File: src/rtl/dtc_score_collector.sv
// Frame scoreboard for dtc_* classifier outputs: counts samples, exact matches and bit errors
// over one frame, then offers a single result record on a valid/ready port.
module dtc_score_collector #(
    parameter  int W     = 7,
    parameter  int CNT_W = 16,
    localparam int PC_W  = $clog2(W + 1),
    localparam int BE_W  = CNT_W + PC_W
) (
    input  logic             clk,
    input  logic             rst_n,
    input  logic             start,
    input  logic             in_valid,
    output logic             in_ready,
    input  logic [W-1:0]     in_pred,
    input  logic [W-1:0]     in_label,
    input  logic             in_last,
    output logic             res_valid,
    input  logic             res_ready,
    output logic [CNT_W-1:0] res_total,
    output logic [CNT_W-1:0] res_match,
    output logic [BE_W-1:0]  res_biterr,
    output logic             res_sat,
    output logic             busy
);

    typedef enum logic [1:0] {
        S_IDLE   = 2'd0,
        S_RUN    = 2'd1,
        S_DRAIN  = 2'd2,
        S_REPORT = 2'd3
    } state_t;

    state_t r_state;
    state_t w_state_nxt;

    logic             r_s1_valid;
    logic             r_s1_eq;
    logic [PC_W-1:0]  r_s1_pc;
    logic [CNT_W-1:0] r_total;
    logic [CNT_W-1:0] r_match;
    logic [BE_W-1:0]  r_biterr;
    logic             r_sat;

    logic             w_accept;
    logic             w_clear;
    logic [CNT_W:0]   w_total_sum;
    logic [CNT_W:0]   w_match_sum;
    logic [BE_W:0]    w_be_sum;

    function automatic logic [PC_W-1:0] popcount(input logic [W-1:0] v);
        logic [PC_W-1:0] c;
        c = {PC_W{1'b0}};
        for (int i = 0; i < W; i++) begin
            c = c + {{(PC_W-1){1'b0}}, v[i]};
        end
        return c;
    endfunction

    // A start in RUN restarts the frame, so the sample offered alongside it is dropped.
    assign w_accept = in_valid & (r_state == S_RUN) & ~start;
    assign w_clear  = start & ((r_state == S_IDLE) | (r_state == S_RUN));

    assign w_total_sum = {1'b0, r_total} + {{CNT_W{1'b0}}, 1'b1};
    assign w_match_sum = {1'b0, r_match} + {{CNT_W{1'b0}}, r_s1_eq};
    assign w_be_sum    = {1'b0, r_biterr} + {{(BE_W+1-PC_W){1'b0}}, r_s1_pc};

    assign in_ready   = (r_state == S_RUN);
    assign res_valid  = (r_state == S_REPORT);
    assign busy       = (r_state == S_RUN) | (r_state == S_DRAIN);
    assign res_total  = r_total;
    assign res_match  = r_match;
    assign res_biterr = r_biterr;
    assign res_sat    = r_sat;

    // Frame sequencing: next-state decode.
    always_comb begin
        w_state_nxt = r_state;
        case (r_state)
            S_IDLE: begin
                if (start) w_state_nxt = S_RUN;
                else       w_state_nxt = S_IDLE;
            end
            S_RUN: begin
                if (start)                    w_state_nxt = S_RUN;
                else if (w_accept && in_last) w_state_nxt = S_DRAIN;
                else                          w_state_nxt = S_RUN;
            end
            S_DRAIN: begin
                w_state_nxt = S_REPORT;
            end
            S_REPORT: begin
                if (res_ready) w_state_nxt = S_IDLE;
                else           w_state_nxt = S_REPORT;
            end
            default: begin
                w_state_nxt = S_IDLE;
            end
        endcase
    end

    // State register.
    always_ff @(posedge clk) begin
        if (!rst_n) r_state <= S_IDLE;
        else        r_state <= w_state_nxt;
    end

    // Stage 1: per-sample compare; data loads only on accept so idle X inputs stay out.
    always_ff @(posedge clk) begin
        if (!rst_n) begin
            r_s1_valid <= 1'b0;
            r_s1_eq    <= 1'b0;
            r_s1_pc    <= {PC_W{1'b0}};
        end else begin
            r_s1_valid <= w_accept;
            if (w_accept) begin
                r_s1_eq <= (in_pred == in_label);
                r_s1_pc <= popcount(in_pred ^ in_label);
            end
        end
    end

    // Stage 2: saturating accumulators with sticky saturation flag.
    always_ff @(posedge clk) begin
        if (!rst_n || w_clear) begin
            r_total  <= {CNT_W{1'b0}};
            r_match  <= {CNT_W{1'b0}};
            r_biterr <= {BE_W{1'b0}};
            r_sat    <= 1'b0;
        end else if (r_s1_valid) begin
            r_total  <= w_total_sum[CNT_W] ? {CNT_W{1'b1}} : w_total_sum[CNT_W-1:0];
            r_match  <= w_match_sum[CNT_W] ? {CNT_W{1'b1}} : w_match_sum[CNT_W-1:0];
            r_biterr <= w_be_sum[BE_W]     ? {BE_W{1'b1}}  : w_be_sum[BE_W-1:0];
            r_sat    <= r_sat | w_total_sum[CNT_W] | w_match_sum[CNT_W] | w_be_sum[BE_W];
        end
    end

endmodule

File: config.mk
export PLATFORM = sky130hd
export DESIGN_NAME = dtc_score_collector
export DESIGN_NICKNAME = d
export VERILOG_FILES = /design/src/rtl/dtc_score_collector.sv
export SDC_FILE = /design/constraint.sdc
export NUM_CORES = 1
export LEC_CHECK = 0
export CAP_MARGIN = 20
export CORE_MARGIN = 4
export CORE_UTILIZATION = 55
export CTS_BUF_LIST = sky130_fd_sc_hd__clkbuf_8
export CTS_CLUSTER_DIAMETER = 120
export DETAILED_ROUTE_END_ITERATION = 7
export PLACE_DENSITY = 0.95
export SLEW_MARGIN = 0
export SYNTH_ARGS = -nofsm -noshare
export SYNTH_HDL_FRONTEND = slang
export SYNTH_SLANG_ARGS = --single-unit
File: constraint.sdc
create_clock -name clk -period 9.1 [get_ports clk]
set_clock_uncertainty 0.15 [all_clocks]
set_input_delay 2.275 -clock clk [delete_from_list [all_inputs] [get_ports clk]]
set_output_delay 2.275 -clock clk [all_outputs]
set_load 0.005 [all_outputs]
==> metrics.md <==
| Metric | Value |
|---|---|
| PortBufs | 74 |
| Detail Route Antenna Nets | 0 |
| Clk_lat worst skew | 0.34 ns |
| Final Power | 0.543 mW |
| CTS Sinks | 59 |
| Net Sw Power | 0.123 mW |
| Count of flip-flops with a built-in enable after synthesis | 0 |
| Post-DP Area | 3850 um2 |
| Avg Synthesized Cell Area | 8.90 um2 |
| First-pass GRT wire length | 12.9 mm |
| Post-Syn Nets | 383 |
| Hold WS | 0.338 ns |
| Std-Cell Rows | 27 |
| Htree depth | 3 |
| Logic gate share of total power | 0.082 |
| FF+latch count, synth | 59 |
| Synth area leaders | dfxtp_1, a21oi_1, xnor2_1 |
| Design Area, Final | 4050 um2 |
| Worst-path maximum fanout | 2 |
| Maximum vdd drop | 71.8 uV |
| Final core occ | 0.739 |
| Core box area | 5470 um2 |
| Cell at the slowest stage of the critical path | fa_1 |
| Max-slew violation count | 0 |
| Overall global routing resource usage | 0.223 |
| Endpoints failing setup | 0 |
| RSZ-0062 raised after global routing | no |
| # Post-CTS Setup Buffers | 0 |
| Critical path, cell by cell | clkdlybuf4s50_1 > xnor2_1 > fa_1 > fa_1 > inv_1 > fa_1 > fa_1 > nand2_1 > a21boi_0 |
| Largest net degree at the start of global routing | 26 |
| CTS clock-pin slew for the worst setup and hold paths | 0.06 ns |
| Setup TNS | 0 ns |
| Root Buffer | clkbuf_8 |
| P&R area growth vs syn | 31.0% |
| CP Data Required Time | 9.21 ns |
| CTS buffer count | 9 |
| Post-Route WL | 7.54 mm |
| CP Class | input port to register |
| Vias/cell | 5.96 |
| IO Pins | 75 |
| Worst setup EP type | register |
| Hold Path Class | register to register |
| Cell-internal power | 0.419 mW |
| Top delay family on crit path | adder cells |
| Pwr Density | 134 nW/um2 |
| Sw Ratio | 0.227 |
| Residual DRC | 0 |
| Synthesized instance count | 347 |
| Count of final hold-check violations | 0 |
| Via count | 2952 |
| Maximum clock insertion buffer count | 2 |
| Worst Max-Slew Pin Slew | 0.779 ns |
| Max Freq | 199 MHz |
| Critical path arrival | 5.15 ns |
| Hold_buf cts | 0 |
| Status | finished, final reports clean |
| Crit-path most repeated cell | fa_1 |
| Count of cell types in the netlist | 47 |
| RD Place Congestion | 0.840 |
| Layout cells sized above 1 | 0.0591 |
| Buf+Inv Stages, Crit Path | 2 |
| Vias in the first global route | 2803 |
| Synth warnings | 0 |
| Flop pwr share | 0.483 |
| Pre-CTS WS | 3.69 ns |
| Final Cycle Share | 0.553 |
| Initial antenna violation count | 0 |
| Routed len/inst | 15.2 um |
| Die ar. | 6880 um2 |
| DR iter-0 viols | 147 |
| Die Width | 82.9 um |
| CP Launch Type | input port |
| # resized after CTS | 0 |
| Placed Cells | 480 |
| Slew margin rel. | 0.480 |
| Asr flop ratio synth | 0 |
| Post-synthesis sequential area ratio | 0.382 |
| Post-route insts no fill | 495 |
| Post-DP HPWL | 5.52 mm |
| Ant diodes | 0 |
| Final worst setup slack | 4.07 ns |
| Clk pwr share | 0.435 |
| CTS tree | yes |
| Ys flop type | dfxtp_1 |
| Final min period | 5.03 ns |
| Post-synth top area share | 0.382 |
| Drt pass-1 iters | 5 |
| Initial Util | 0.564 |
| Yosys top cell by area | dfxtp_1 |
| Commonest non-fill, non-tap cell in the layout | clkdlybuf4s50_1 |
| Layout Nets | 455 |
| P_leak | 1.39 nW |
| Mapped Area | 3090 um2 |
| Max Cap Violations | 0 |
| Die H | 82.9 um |
| GRT overflow | 0 |
| Most frequent cells in the layout | clkdlybuf4s50_1, dfxtp_1, a21oi_1 |
| Crit path largest cell delay | 0.54 ns |
## cells by family (layout without fill, tap and decap cells)
family                   after synthesis  count (layout)  synth area share
adder cells (fa/ha/maj)               16              16            0.0770
buffers and inverters                 23              99            0.0352
XOR/XNOR                              29              29            0.0822
flip-flops                            59              59             0.382
AND/OR/NAND/NOR                      130             130             0.235
AO/OA/AOI/OAI                         90              90             0.188
## tightest hold or removal path: stages (launching register included)
cell	delay, ns
dfxtp_1	0.32
nand2_1	0.06
a21boi_0	0.07
## power groups by stage
stage	combinational, mW	clock [mW]	sequential (mW)
after floorplan	0.0266	0	0.267
after global placement	0.0417	0	0.267
after detailed placement	0.0451	0	0.268
after CTS	0.0455	0.238	0.262
after global routing	0.0511	0.252	0.262
final	0.0447	0.236	0.262
## worst paths after layout
kind	from	endpoint	slack (ns)	depth (start not counted)
setup / recovery	in_label[0]	r_s1_pc[1]	4.07	9
hold / removal	r_s1_pc[0]	r_s1_pc[0]	0.34	2
setup reg to reg	r_s1_valid	res_total[15]	6.54	4
hold reg to reg	r_s1_pc[0]	r_s1_pc[0]	0.34	2
## Yosys cell counts (4+ instances only)
cell type / count
nor4_1: 9
dfxtp_1: 59
or4_1: 9
clkbuf_1: 8
nor3_1: 11
xnor2_1: 17
a211oi_1: 5
nand3_1: 18
nor2_1: 12
nand2_1: 31
a21oi_1: 32
xor2_1: 12
o21ai_0: 10
ha_1: 11
nand4_1: 16
fa_1: 5
o31ai_1: 7
a21o_1: 4
a21boi_0: 4
inv_1: 9
a31oi_1: 14
## sequential cells by signal (all words and copies together) (netlist names)
signal      cells
r_s1_valid      1
res_match      16
res_sat         1
r_state         2
r_s1_eq         1
r_s1_pc         3
res_biterr     19
res_total      16
## per-layer routing
layer  track usage  wire [um]  vias to the layer above
li1              -          -                     1446
met1         0.279       3230                     1397
met2         0.376       3770                       98
met3        0.0456        419                       11
met4        0.0862        120                        0
met5             0          0                        -
## cell type report
| type | count | area [um2] |
|---|---|---|
| clock buffer | 11 | 151 |
| fill | 419 | 1430 |
| clock inverter | 4 | 42.5 |
| timing repair buffer | 75 | 748 |
| multi-input combinational | 265 | 1800 |
| inverter | 9 | 33.8 |
| tap | 72 | 90.1 |
| sequential | 59 | 1180 |
(Power assumes the default switching activity.)
